==> src/rtl/regfile_write_arbiter.sv <==
// regfile_write_arbiter
//   Shares the single write port of the 32x32 register file between two
//   writeback requesters (A = ALU, B = load). Each requester has its own
//   DEPTH-entry FIFO. One head is drained per cycle, round-robin when both
//   FIFOs hold entries. It also flags read-after-write hazards for the two
//   issue-stage read addresses.
//
// Ports
//   Clk, ResetN                      clock, synchronous active-low reset
//   ValidA/ReadyA/AddrA/DataA        requester A push handshake
//   ValidB/ReadyB/AddrB/DataB        requester B push handshake
//   RegWrite/WriteRegister/WriteData registered register-file write port
//   ReadRegister1/2                  read addresses checked for hazards
//   Hazard1/2                        read address has an uncommitted write
module regfile_write_arbiter #(
   parameter int DEPTH = 2,
   parameter int AW    = 5,
   parameter int DW    = 32
) (
   input  logic          Clk,
   input  logic          ResetN,
   input  logic          ValidA,
   output logic          ReadyA,
   input  logic [AW-1:0] AddrA,
   input  logic [DW-1:0] DataA,
   input  logic          ValidB,
   output logic          ReadyB,
   input  logic [AW-1:0] AddrB,
   input  logic [DW-1:0] DataB,
   output logic          RegWrite,
   output logic [AW-1:0] WriteRegister,
   output logic [DW-1:0] WriteData,
   input  logic [AW-1:0] ReadRegister1,
   input  logic [AW-1:0] ReadRegister2,
   output logic          Hazard1,
   output logic          Hazard2
);

   localparam int PW = $clog2(DEPTH);
   localparam int CW = $clog2(DEPTH + 1);
   localparam logic [CW-1:0] FULL = CW'(DEPTH);

   logic [AW-1:0] addrMemA [DEPTH];
   logic [DW-1:0] dataMemA [DEPTH];
   logic [AW-1:0] addrMemB [DEPTH];
   logic [DW-1:0] dataMemB [DEPTH];

   logic [PW-1:0] rdPtrA, wrPtrA, rdPtrB, wrPtrB;
   logic [CW-1:0] cntA, cntB;
   logic          prioB;   // 0: A wins the next tie, 1: B wins

   logic pushA, pushB, popA, popB, notEmptyA, notEmptyB;
   logic [DEPTH-1:0] entValidA, entValidB;

   // Ready depends on the registered count only; a full FIFO never
   // accepts, even while it is being popped.
   assign ReadyA = ResetN && (cntA != FULL);
   assign ReadyB = ResetN && (cntB != FULL);
   assign pushA  = ValidA && ReadyA;
   assign pushB  = ValidB && ReadyB;

   assign notEmptyA = (cntA != '0);
   assign notEmptyB = (cntB != '0);
   assign popA      = notEmptyA && (!notEmptyB || !prioB);
   assign popB      = notEmptyB && (!notEmptyA ||  prioB);

   always_ff @(posedge Clk) begin
      if (!ResetN) begin
         rdPtrA        <= '0;
         wrPtrA        <= '0;
         cntA          <= '0;
         rdPtrB        <= '0;
         wrPtrB        <= '0;
         cntB          <= '0;
         prioB         <= 1'b0;
         RegWrite      <= 1'b0;
         WriteRegister <= '0;
         WriteData     <= '0;
      end else begin
         if (pushA) begin
            addrMemA[wrPtrA] <= AddrA;
            dataMemA[wrPtrA] <= DataA;
            wrPtrA           <= wrPtrA + PW'(1);
         end
         if (pushB) begin
            addrMemB[wrPtrB] <= AddrB;
            dataMemB[wrPtrB] <= DataB;
            wrPtrB           <= wrPtrB + PW'(1);
         end
         if (popA) rdPtrA <= rdPtrA + PW'(1);
         if (popB) rdPtrB <= rdPtrB + PW'(1);

         case ({pushA, popA})
            2'b10:   cntA <= cntA + CW'(1);
            2'b01:   cntA <= cntA - CW'(1);
            default: cntA <= cntA;
         endcase
         case ({pushB, popB})
            2'b10:   cntB <= cntB + CW'(1);
            2'b01:   cntB <= cntB - CW'(1);
            default: cntB <= cntB;
         endcase

         // Whoever is served hands the next tie to the other requester.
         if (popA) begin
            prioB         <= 1'b1;
            RegWrite      <= (addrMemA[rdPtrA] != '0);
            WriteRegister <= addrMemA[rdPtrA];
            WriteData     <= dataMemA[rdPtrA];
         end else if (popB) begin
            prioB         <= 1'b0;
            RegWrite      <= (addrMemB[rdPtrB] != '0);
            WriteRegister <= addrMemB[rdPtrB];
            WriteData     <= dataMemB[rdPtrB];
         end else begin
            RegWrite      <= 1'b0;
            WriteRegister <= '0;
            WriteData     <= '0;
         end
      end
   end

   // Slot g holds a live entry when its distance from the read pointer
   // (modulo DEPTH) is below the count.
   for (genvar g = 0; g < DEPTH; g++) begin : g_valid
      logic [PW-1:0] offA, offB;
      assign offA         = PW'(g) - rdPtrA;
      assign offB         = PW'(g) - rdPtrB;
      assign entValidA[g] = (CW'(offA) < cntA);
      assign entValidB[g] = (CW'(offB) < cntB);
   end

   logic hit1, hit2;

   always_comb begin
      hit1 = 1'b0;
      hit2 = 1'b0;
      for (int i = 0; i < DEPTH; i++) begin
         if (entValidA[i] && addrMemA[i] == ReadRegister1) hit1 = 1'b1;
         if (entValidB[i] && addrMemB[i] == ReadRegister1) hit1 = 1'b1;
         if (entValidA[i] && addrMemA[i] == ReadRegister2) hit2 = 1'b1;
         if (entValidB[i] && addrMemB[i] == ReadRegister2) hit2 = 1'b1;
      end
      if (RegWrite && WriteRegister == ReadRegister1) hit1 = 1'b1;
      if (RegWrite && WriteRegister == ReadRegister2) hit2 = 1'b1;
   end

   // Register 0 never hazards: it is never written.
   assign Hazard1 = ResetN && (ReadRegister1 != '0) && hit1;
   assign Hazard2 = ResetN && (ReadRegister2 != '0) && hit2;

endmodule

==> config.mk <==
export PLATFORM = sky130hd
export DESIGN_NAME = regfile_write_arbiter
export DESIGN_NICKNAME = d
export VERILOG_FILES = /design/src/rtl/regfile_write_arbiter.sv
export SDC_FILE = /design/constraint.sdc
export NUM_CORES = 1
export LEC_CHECK = 0
export BUFFER_PORTS_ARGS = -buffer_cell sky130_fd_sc_hd__buf_2
export CORE_UTILIZATION = 43
export CTS_CLUSTER_SIZE = 20
export DETAILED_ROUTE_END_ITERATION = 10
export SETUP_SLACK_MARGIN = 0.02
export SLEW_MARGIN = 15
export SYNTH_ARGS = -nofsm -noshare
export SYNTH_HDL_FRONTEND = slang
export SYNTH_SLANG_ARGS = --single-unit
==> constraint.sdc <==
create_clock -name Clk -period 4.25 [get_ports Clk]
set_clock_uncertainty 0.15 [all_clocks]
set_input_delay 0 -clock Clk [delete_from_list [all_inputs] [get_ports Clk]]
set_output_delay 0 -clock Clk [all_outputs]
set_load 0.01 [all_outputs]
==> reports/results.txt <==
Most frequent CP cell - a31oi_1
Cts repair resizes - 0
Overall routed net length - 16.75 mm
Drt initial violations - 229
Setup bufs post-CTS - 0
Reg clk slew, reported paths - 70 ps
Post-place setup slack - 1536 ps
Power per cell area - 566.9 nW/µm²
Hold WS - 78.32 ps
Final TNS setup - 0 ps
RSZ-0062 raised after global routing - no
Core area - 17480 µm²
Max FO, Critical Path - 8
Buf/Inv on CP - 1
Yosys warns - 0
Final Non-Filler Cells - 949
Worst hold path type - input port to register
Router iterations before antenna repair - 4
Critical path's slowest cell - or4_1
#FFs+latches synth - 197
Worst-Skew Late Latency - 420 ps
Layout cells sized above 1 - 23.48%
Seq/Total Area, Yosys - 69.78%
Root buf cell - clkbuf_16
Synth area leader - edfxtp_1
Post-synth ARST share - 0%
Peak Freq - 385.8 MHz
Reg2reg end - dataMemB[0][4]
Hold Fails Final Rpt - 0
Routed len/inst - 17.65 µm
PortBufs - 129
CTS max path bufs - 2
CTS Buf Count - 17
CP endpoint kind - primary output
CTS tree - done
Mapped Nets - 607
WHS Path Cells - 2
Worst Tran Pin Value - 1006 ps
Most common cell after layout, fill and taps aside - edfxtp_1
Final setup margin - 1658 ps
Fin nets - 801
GR Overflow Total - 0
Die area - 18620 µm²
Pins Over Slew Limit - 0
Leak - 3.659 nW
Worst EP required - 4100 ps
Number of diodes - 0
Worst Setup Path Type - register to primary output
Reg2reg setup slack - 1760 ps
Final Cycle Share - 60.99%
Max cap viols - 0
Post-Syn Area - 7775 µm²
Area Overhead vs Synth - 28.05%
Routed Antenna Nets - 0
CP startpoint kind - register
Crit path max-delay family - simple AND/OR/NAND/NOR gates
Area contributors post-synth - edfxtp_1 (57%), dfxtp_1 (13%), mux2i_1 (9.5%), and2_1 (3.7%), xor2_1 (3.4%)
Syn Inst Count - 517
Maximum VDD drop - 328.9 µV
Synth Area per Inst - 15.04 µm²
HPWL Detailed - 10.89 mm
Die height - 136.5 µm
Tot GR Track Use - 19.41%
Post-synth EDFFs - 148
Worst slew margin - 32.95%
Hold endpoint - wrPtrB
Status - completed
Synth top area share - 57.16%
Initial Util - 44.49%
Yosys cell types - 31
Hold Startpoint - ResetN
Placed Cells - 839
Vias in the first global route - 5046
First-pass GRT wire length - 26.38 mm
Crit path largest cell delay - 560 ps
Crit-path cells - a21oi_1 > or4_1 > nor3_2 > a31oi_1 > a31oi_1 > buf_2
Die width - 136.5 µm
Largest net degree at the start of global routing - 54
Post-layout minimum cycle time - 2592 ps
Vias - 4819
Cts hold-fix bufs - 76
Ports - 130
Site Rows - 48
Worst EP arrival - 2440 ps
Main synth FF type - edfxtp_1
Worst R2R Path Depth - 5
H-tree levels - 4
Gpl congestion - 0.8473
DR DRC count - 0
CTS Sinks - 197
Most frequent cells in the layout - edfxtp_1 (148), buf_2 (129), dlygate4sd3_1 (76)
DR vias/cell - 5.078
Worst r2r src - cntB[0]
Initial antenna violation count - 0
Count of final setup violators - 0
==> power by group <==
group	total [W]	leakage (nW)	switching (W)	internal (W)
combinational	0.00158	1.65	0.000829	0.000755
sequential	0.00258	1.76	0.000212	0.00237
clock	0.00148	0.254	0.000676	0.000806
==> worst register-to-register path, stage by stage, from the launching register on <==
cell	delay (ps)
dfxtp_1	530
inv_1	60
a21boi_0	310
nand2_1	180
nor2_4	480
buf_4	440
==> registers in the layout, indices dropped and copies added (netlist names), 2 cells and up, named ones only <==
register / flops
dataMemA: 64
dataMemB: 64
WriteData: 32
addrMemA: 10
addrMemB: 10
WriteRegister: 5
cntA: 2
cntB: 2
==> metrics by stage <==
stage	util, %	power [W]	area [µm²]
3_3_place_gp	49.21	0.004075	8600
4_1_cts	56.65	0.005647	9901
2_1_floorplan	-	0.003617	7775
5_1_grt	56.97	0.005942	9956
3_5_place_dp	49.21	0.004117	8600
6_report	56.97	0.005644	9956
==> worst max path at each step <==
stage                        from              end  slack, ps  cells after the start
after detailed placement   ResetN  dataMemB[0][13]       1540                      5
after floorplan           cntA[0]   addrMemA[0][0]       1030                      5
after CTS                 cntA[1]          cntA[1]       1610                      5
after global routing      cntB[0]   dataMemB[0][4]       1480                      5
after global placement     ResetN  dataMemA[0][22]       1670                      4
final                     cntB[0]          Hazard2       1660                      6
==> cell type report <==
cell class | instances | area, µm²
Sequential cell | 197 | 5428
Clock inverter | 12 | 103.9
Timing Repair Buffer | 211 | 1491
Fill cell | 1401 | 7521
Clock buffer | 20 | 436.7
Inverter | 5 | 18.77
Multi-Input combinational cell | 279 | 2196
Tap cell | 225 | 281.5
==> logic make-up after synthesis <==
| group | synth area share [%] |
|---|---|
| compound gates | 5.343 |
| fa+ha+maj | 0.3218 |
| buf+inv | 2.527 |
| flops | 69.78 |
| xor+xnor | 6.308 |
| simple gates | 6.196 |
| mux | 9.527 |
==> per-layer routing <==
metal	global-route usage [%]	routed length, µm
met5	0	0
met4	6.605	242
met3	4.362	716
met2	33.02	8418
met1	24.29	7376
==> Yosys cell counts (5+ instances only) <==
library cell / n
mux2i_1: 74
edfxtp_1: 148
clkbuf_1: 17
and2_1: 46
nor4_1: 8
buf_4: 5
a31oi_1: 6
dfxtp_1: 49
nand2_1: 5
or4_1: 5
xor2_1: 30
xnor2_1: 26
o22ai_1: 38
buf_2: 13
inv_1: 5
a21oi_1: 5
o21ai_0: 8
No activity file was read; power rests on OpenSTA's default activity.
